<file path="config.mk">
export PLATFORM = sky130hd
export DESIGN_NAME = sram_seq_ctrl
export DESIGN_NICKNAME = d
export VERILOG_FILES = /design/src/rtl/sram_seq_ctrl.sv
export SDC_FILE = /design/constraint.sdc
export NUM_CORES = 1
export LEC_CHECK = 0
export ABC_AREA = 1
export CAP_MARGIN = 10
export CELL_PAD_IN_SITES_DETAIL_PLACEMENT = 0
export CELL_PAD_IN_SITES_GLOBAL_PLACEMENT = 1
export CORE_AREA = 2 2 317 319
export DETAILED_ROUTE_END_ITERATION = 7
export DIE_AREA = 0 0 319 321
export PLACE_DENSITY = 0.47
export SETUP_SLACK_MARGIN = 0.15
export SYNTH_ARGS = -nofsm -noshare
export SYNTH_HDL_FRONTEND = slang
export SYNTH_SLANG_ARGS = --single-unit
</file>
<file path="constraint.sdc">
create_clock -name clk -period 1.91 [get_ports clk]
set_clock_uncertainty 0.05 [all_clocks]
set_input_delay 0.382 -clock clk [delete_from_list [all_inputs] [get_ports clk]]
set_output_delay 0.382 -clock clk [all_outputs]
set_load 0.02 [all_outputs]
</file>
<file path="src/rtl/sram_seq_ctrl.sv">
// Burst sequencer for the input SRAM (5-bit address) and the Wq SRAM (10-bit address).
// Accepts write/read burst commands and streams data between the SRAMs and the host.
module sram_seq_ctrl #(
    parameter int DW       = 128,
    parameter int IN_DEPTH = 32,
    parameter int WQ_DEPTH = 1024
) (
    input  logic          clk,
    input  logic          rst,
    input  logic          cmd_valid,
    output logic          cmd_ready,
    input  logic          cmd_op,
    input  logic          cmd_sel,
    input  logic [9:0]    cmd_base,
    input  logic [9:0]    cmd_len,
    input  logic          wr_valid,
    output logic          wr_ready,
    input  logic [DW-1:0] wr_data,
    output logic          rd_valid,
    output logic [DW-1:0] rd_data,
    output logic          rd_last,
    output logic [4:0]    in_addr,
    output logic          in_wen,
    output logic [DW-1:0] in_din,
    input  logic [DW-1:0] in_dout,
    output logic [9:0]    wq_addr,
    output logic          wq_wen,
    output logic [DW-1:0] wq_din,
    input  logic [DW-1:0] wq_dout,
    output logic          busy,
    output logic          done,
    output logic          err
);

    typedef enum logic [2:0] {
        IDLE  = 3'd0,
        WRITE = 3'd1,
        READ  = 3'd2,
        DRAIN = 3'd3,
        DONE  = 3'd4
    } state_t;

    localparam logic [10:0] IN_MAX = 11'(IN_DEPTH - 1);
    localparam logic [10:0] WQ_MAX = 11'(WQ_DEPTH - 1);

    state_t      state_q, state_d;
    logic        sel_q, sel_d;
    logic [9:0]  cnt_q, cnt_d;
    logic [9:0]  rem_q, rem_d;
    logic        rd_valid_q, rd_valid_d;
    logic        rd_last_q, rd_last_d;
    logic        err_q, err_d;

    logic [10:0] cmd_end;
    logic        cmd_oob;
    logic        wr_fire;

    assign cmd_end = {1'b0, cmd_base} + {1'b0, cmd_len};
    assign cmd_oob = cmd_end > (cmd_sel ? WQ_MAX : IN_MAX);
    assign wr_fire = (state_q == WRITE) && wr_valid;

    always_comb begin
        state_d    = state_q;
        sel_d      = sel_q;
        cnt_d      = cnt_q;
        rem_d      = rem_q;
        rd_valid_d = 1'b0;
        rd_last_d  = 1'b0;
        err_d      = 1'b0;
        case (state_q)
            IDLE: begin
                if (cmd_valid) begin
                    if (cmd_oob) begin
                        err_d = 1'b1;
                    end else begin
                        sel_d   = cmd_sel;
                        cnt_d   = cmd_base;
                        rem_d   = cmd_len;
                        state_d = cmd_op ? READ : WRITE;
                    end
                end
            end
            WRITE: begin
                if (wr_valid) begin
                    cnt_d = cnt_q + 10'd1;
                    if (rem_q == '0) state_d = DONE;
                    else             rem_d   = rem_q - 10'd1;
                end
            end
            READ: begin
                // Read data returns one cycle after issue, so valid/last are delayed flags.
                rd_valid_d = 1'b1;
                rd_last_d  = (rem_q == '0);
                cnt_d      = cnt_q + 10'd1;
                if (rem_q == '0) state_d = DRAIN;
                else             rem_d   = rem_q - 10'd1;
            end
            DRAIN:   state_d = DONE;
            DONE:    state_d = IDLE;
            default: state_d = IDLE;
        endcase
    end

    always_ff @(posedge clk or posedge rst) begin
        if (rst) begin
            state_q    <= IDLE;
            sel_q      <= 1'b0;
            cnt_q      <= '0;
            rem_q      <= '0;
            rd_valid_q <= 1'b0;
            rd_last_q  <= 1'b0;
            err_q      <= 1'b0;
        end else begin
            state_q    <= state_d;
            sel_q      <= sel_d;
            cnt_q      <= cnt_d;
            rem_q      <= rem_d;
            rd_valid_q <= rd_valid_d;
            rd_last_q  <= rd_last_d;
            err_q      <= err_d;
        end
    end

    assign cmd_ready = (state_q == IDLE);
    assign busy      = (state_q != IDLE);
    assign done      = (state_q == DONE);
    assign err       = err_q;
    assign wr_ready  = (state_q == WRITE);

    assign in_addr   = cnt_q[4:0];
    assign wq_addr   = cnt_q;
    assign in_din    = wr_data;
    assign wq_din    = wr_data;
    assign in_wen    = ~(wr_fire & ~sel_q);
    assign wq_wen    = ~(wr_fire & sel_q);

    assign rd_valid  = rd_valid_q;
    assign rd_last   = rd_last_q;
    assign rd_data   = sel_q ? wq_dout : in_dout;

endmodule

</file>
==> flow_summary.ini, run 1 <==
[sta]
min_period_ns = 2.75
finalSetupViolations = 155
relSlewSlack_pct = 79.4
setup_ws_ns = -0.840
rsz0062_at_grt = true
fin_crit_sh_pct = 144
slew_violations = 0
tightest_slew_ns = 0.308
fin_setup_tns_ns = -58.34
fmax_ghz = 0.364
hold_ws_ns = 0.472
final_hold_viol_count = 0

[yosys]
syn_area_per_cell_um2 = 5.81
synthTopCellsByArea = buf_4 33%, nand2_1 31%, dfrtp_1 11%
synth_top_area_share_pct = 33.0
ys_seq_area_share_pct = 11.2
yosysWarnings = 0
synth-seq-cells = 27
syn_nets = 1463
syn_inst = 1035
syn_area_um2 = 6010
synth.distinct_cells = 42
synth_top_area_cell = buf_4

[drt]
drtIter0Drc = 224
routedWlPerCell_um = 20.9
drt_wl_total_um = 56300
viasPerCell = 2.92
first_pass_iters = 4
via_count = 7874
drcViolationCount = 0
antenna_left = 0

[placement]
io_buffers = 433
dp_hpwl_um = 48200
dp_slack_ns = -1.60
place.gp.congestion = 0.789

[worst_setup_path]
r2r_slack_ns = -0.02
crit_top_cell = nand2_2
worstPathArrival_ns = 2.86
cp_max_fo = 6
critical_path_class = in -> reg
crit_chain = buf_8 > ha_4 > fa_2 > inv_2 > nor2_2 > or2_4 > buf_6 > xor2_2 > ha_1 > nand3_1 > nand3b_1 > nor2_1 > nand2_1 > nand2_2 > nand2_4 > nand2_8 > nand3_4 > nand2_2 > nand2_2
start_kind = input port
cp_data_required_time_ns = 2.02
cp_slowest_stage_delay_ns = 0.35
crit_slowest_cell = fa_2
end_kind = flip-flop

[layout]
area_growth_pct = 148
final_common_cell = clkdlybuf4s50_1
nets = 1816
drive_gt1_share_pct = 54.7
most-common-layout-cells = 265 x clkdlybuf4s50_1, 190 x buf_6, 175 x nand2_1
fin_util_pct = 15.0
fillerInstances = 11400

[clock_tree]
cts_tree = done
cts.clk_slew.worst_paths_ns = 0.07
clockRootBuffer = clkbuf_16
numCtsBuffers = 3
clk_latency_ns = 0.26
clk_path_buf_depth = 2
cts.sinks = 27
htree_levels = 1
cts_hold_buf = 0

[floorplanning]
fp.coreArea_um2 = 99300
rows = 116
die_w_um = 319
ioPinCount = 818
die_area_um2 = 102000
dieHeight_um = 321
initial_core_util_pct = 6.05

[power]
leakagePower_nw = 6.78
powerDensity_nw_per_um2 = 1410
power_w = 0.0210
ir_drop_mv = 0.495

[global_routing]
grt_pass1_wl_um = 72900
antenna_found_initial = 26
grt-ovfl-total = 0
grt_max_degree = 28
grt_use_total_pct = 10.3
grt_pass1_vias = 8185

[run_status]
status = finished, violations left
violations = setup timing

[job]
maxCapViolations = 0

[worst_hold_path]
hold_path.class = reg -> reg
layout make-up:
| cell class | instances | area, um2 | share of cell area [%] |
|---|---|---|---|
| Timing Repair Buffer | 642 | 7160 | 48.1 |
| Timing Repair inverter | 2 | 36.3 | 0.244 |
| Antenna cell | 8 | 20.0 | 0.134 |
| Sequential cell | 27 | 684 | 4.60 |
| Tap cell | 1298 | 1620 | 10.9 |
| Clock buffer | 4 | 78.8 | 0.530 |
| Inverter | 42 | 175 | 1.18 |
| Multi-Input combinational cell | 670 | 5100 | 34.3 |
cell usage after synthesis, drive strengths merged:
cell type / number
buf: 275
a22oi: 1
inv: 42
dfrtp: 27
nand3b: 1
ha: 17
nand4: 28
or2: 2
clkbuf: 24
a21o: 1
o31ai: 1
nor3: 3
nor3b: 1
a21boi: 1
nand2: 506
a31o: 1
a21oi: 15
o21ai: 21
nand3: 25
o21bai: 1
nor2: 33
fa: 1
xnor2: 1
a31oi: 1
xor2: 6
logic make-up (layout without fill, tap and decap cells):
logic type               count (synthesis)  count (layout)  share of synthesized area, %
flip-flops                              27              27                          11.2
adder cells (fa/ha/maj)                 18              18                          3.87
buffers and inverters                  341             690                          38.6
AO/OA/AOI/OAI                           43              43                          4.02
XOR/XNOR                                 7               7                          1.02
AND/OR/NAND/NOR                        599             602                          41.2
other                                    0               8                             0
final timing paths:
kind	cells past startpoint	to	from
worst max-delay path	19	rem_q[6]	cmd_len[0]
worst min-delay path	2	rem_q[7]	rem_q[7]
min in group asynchronous	3	wq_addr[2]	rst
worst max register to register	12	rem_q[7]	rem_q[1]
max in group asynchronous	3	sel_q	rst
worst min register to register	2	rem_q[7]	rem_q[7]
repair_timing:
item	4_1_cts	5_1_grt
buffers inserted	87	25
endpoints found under the hold margin	0	0
gates cloned	20	2
pin swaps	74	111
endpoints found under the setup margin	172	159
gates resized for setup	1219	329
metal layers:
layer / track usage, % / up-vias / wire [um]
met5: 0.757 / - / 161
met4: 1.94 / 16 / 1060
met3: 8.51 / 76 / 10400
met2: 16.4 / 572 / 25500
met1: 10.5 / 3546 / 19200
li1: - / 3664 / -
critical path: cells and delay by family:
kind	cells	cell delay (ns)
xor+xnor	1	0.13
fa+ha+maj	3	0.79
buf+inv	3	0.29
simple gates	12	1.24
state kept, by name, summed over array words and instances (netlist names):
name,flops
rd_valid,1
wq_addr,10
sel_q,1
rem_q,10
state_q,3
rd_last,1
err,1
power breakdown:
part | switching (W) | internal, W
sequential | 0.000449 | 0.000858
clock | 0.000210 | 0.000286
combinational | 0.00959 | 0.00961
total | 0.0103 | 0.0108
stage by stage:
stage	instances	area, um2
6_report	2693	14900
5_1_grt	2690	14900
4_1_cts	2660	13500
3_5_place_dp	2550	10500
3_3_place_gp	2550	10500
2_1_floorplan	1035	6030
No activity file was read; power rests on OpenSTA's default activity.
==> run 2: changes to the inputs <==
--- a/config.mk
+++ b/config.mk
@@ -12,6 +12,7 @@
 export CORE_AREA = 2 2 317 319
 export DETAILED_ROUTE_END_ITERATION = 7
 export DIE_AREA = 0 0 319 321
+export GPL_ROUTABILITY_DRIVEN = 1
 export PLACE_DENSITY = 0.47
 export SETUP_SLACK_MARGIN = 0.15
 export SYNTH_ARGS = -nofsm -noshare
==> constraint.sdc (replaced) <==
create_clock -name clk -period 2.8 [get_ports clk]
set_clock_uncertainty 0.05 [all_clocks]
set_input_delay 0.56 -clock clk [delete_from_list [all_inputs] [get_ports clk]]
set_output_delay 0.56 -clock clk [all_outputs]
set_load 0.02 [all_outputs]
==> flow_summary.ini, run 2 (synthesis gave the netlist of run 1 again) <==
[worst_setup_path]
end_kind = flip-flop
cp_data_required_time_ns = 2.91
startpoint = cmd_len[0]
worstPathArrival_ns = 3.12
r2r_slack_ns = 0.74
start_kind = input port
critical_path_class = in -> reg
cp_max_fo = 7
r2r-start = rem_q[0]

[floorplanning]
fp.coreArea_um2 = 99300
dieHeight_um = 321
ioPinCount = 818
initial_core_util_pct = 6.05
rows = 116
die_area_um2 = 102000
die_w_um = 319

[drt]
viasPerCell = 2.79
routedWlPerCell_um = 21.0
drt_wl_total_um = 53600
drtIter0Drc = 293
antenna_left = 0
via_count = 7106
first_pass_iters = 4
drcViolationCount = 0

[sta]
setup_ws_ns = -0.210
finalSetupViolations = 25
tightest_slew_ns = 0.837
fin_crit_sh_pct = 107
final_hold_viol_count = 0
fmax_ghz = 0.332
hold_ws_ns = 0.454
min_period_ns = 3.01
rsz0062_at_grt = true
slew_violations = 0
fin_setup_tns_ns = -4.28
relSlewSlack_pct = 44.2

[clock_tree]
clk_path_buf_depth = 2
clockRootBuffer = clkbuf_16
numCtsBuffers = 3
htree_levels = 1
cts_tree = done
cts.sinks = 27
clk_latency_ns = 0.26
cts.clk_slew.worst_paths_ns = 0.07
cts_hold_buf = 0

[global_routing]
grt_use_total_pct = 9.81
grt-ovfl-total = 0
antenna_found_initial = 23
grt_max_degree = 29
grt_pass1_wl_um = 68400
grtUsageMet2_pct = 15.8
met3_usage_pct = 8.44
grt_pass1_vias = 7358
top_usage_layer = met2
grt_use_met1_pct = 9.83

[placement]
io_buffers = 433
place.gp.congestion = 0.791
dp_hpwl_um = 47300
dp.cells = 2522
placed_area_um2 = 10300
dp_slack_ns = -0.930

[layout]
nets = 1674
final_cells = 2545
drive_gt1_share_pct = 13.2
final_common_cell = nand2_1
most-common-layout-cells = 484 x nand2_1, 287 x clkdlybuf4s50_1, 116 x dlygate4sd2_1
fin_area_um2 = 10700
fillerInstances = 11700
area_growth_pct = 78.1

[worst_hold_path]
worstHoldStart = rem_q[1]
hold_path.class = reg -> reg

[run_status]
status = finished, violations left
violations = setup timing

[power]
powerDensity_nw_per_um2 = 822
ir_drop_mv = 0.322
leakagePower_nw = 4.91

[job]
maxCapViolations = 0
## run 2: final timing paths
check,cells after the start,to
min,2,rem_q[1]
max,21,state_q[0]
max in group asynchronous,3,sel_q
min in group asynchronous,3,wq_addr[4]
max reg2reg,12,rem_q[3]
min reg2reg,2,rem_q[1]
## run 2: per-layer routing
layer | wire length (um) | vias up
li1 | - | 3362
met1 | 18700 | 3074
met3 | 10200 | 77
met5 | 165 | -
met2 | 23800 | 575
met4 | 686 | 18
## run 2: worst max-delay path, stage by stage
cell and delay, ns:
buf_6 0.10, ha_4 0.16, fa_2 0.35, inv_2 0.07, nor2_2 0.04, or2_4 0.26, a31oi_4 0.14, xor2_1 0.19
ha_1 0.27, nand2_2 0.08, buf_4 0.10, o21ai_1 0.05, nand2_1 0.08, nand2_2 0.05, nand2_2 0.08, nand2_4 0.08
buf_12 0.14, nand2_8 0.08, nand3_2 0.07, nand2_1 0.11, nand2_1 0.05
## run 2: final cells by class
type	count	area (um2)	area share, %
well taps	1298	1620	15.2
flip-flops and latches	27	679	6.35
diodes	2	5.00	0.0467
inverters	42	175	1.64
clock buffers	4	78.8	0.736
multi-input cells	670	3280	30.6
repair inverters	1	11.3	0.105
repair buffers	501	4850	45.3
## run 2: power by group
group	switching (W)	internal [W]	total, W
Sequential	0.000317	0.000579	0.000895
Combinational	0.00468	0.00290	0.00758
Clock	0.000139	0.000195	0.000334
Total	0.00514	0.00367	0.00881
## run 2: what timing repair did
item | in CTS | in global routing
setup buffers | 8 | 2
endpoints found under the setup margin | 142 | 37
gates cloned | 7 | 0
pin swaps | 26 | 19
gates resized for setup | 190 | 38
## run 2: stage by stage
step / power [W] / util [%]
2_1_floorplan: 0.00524 / -
3_3_place_gp: 0.00864 / 10.4
3_5_place_dp: 0.00856 / 10.4
4_1_cts: 0.00888 / 10.7
5_1_grt: 0.00956 / 10.8
6_report: 0.00881 / 10.8
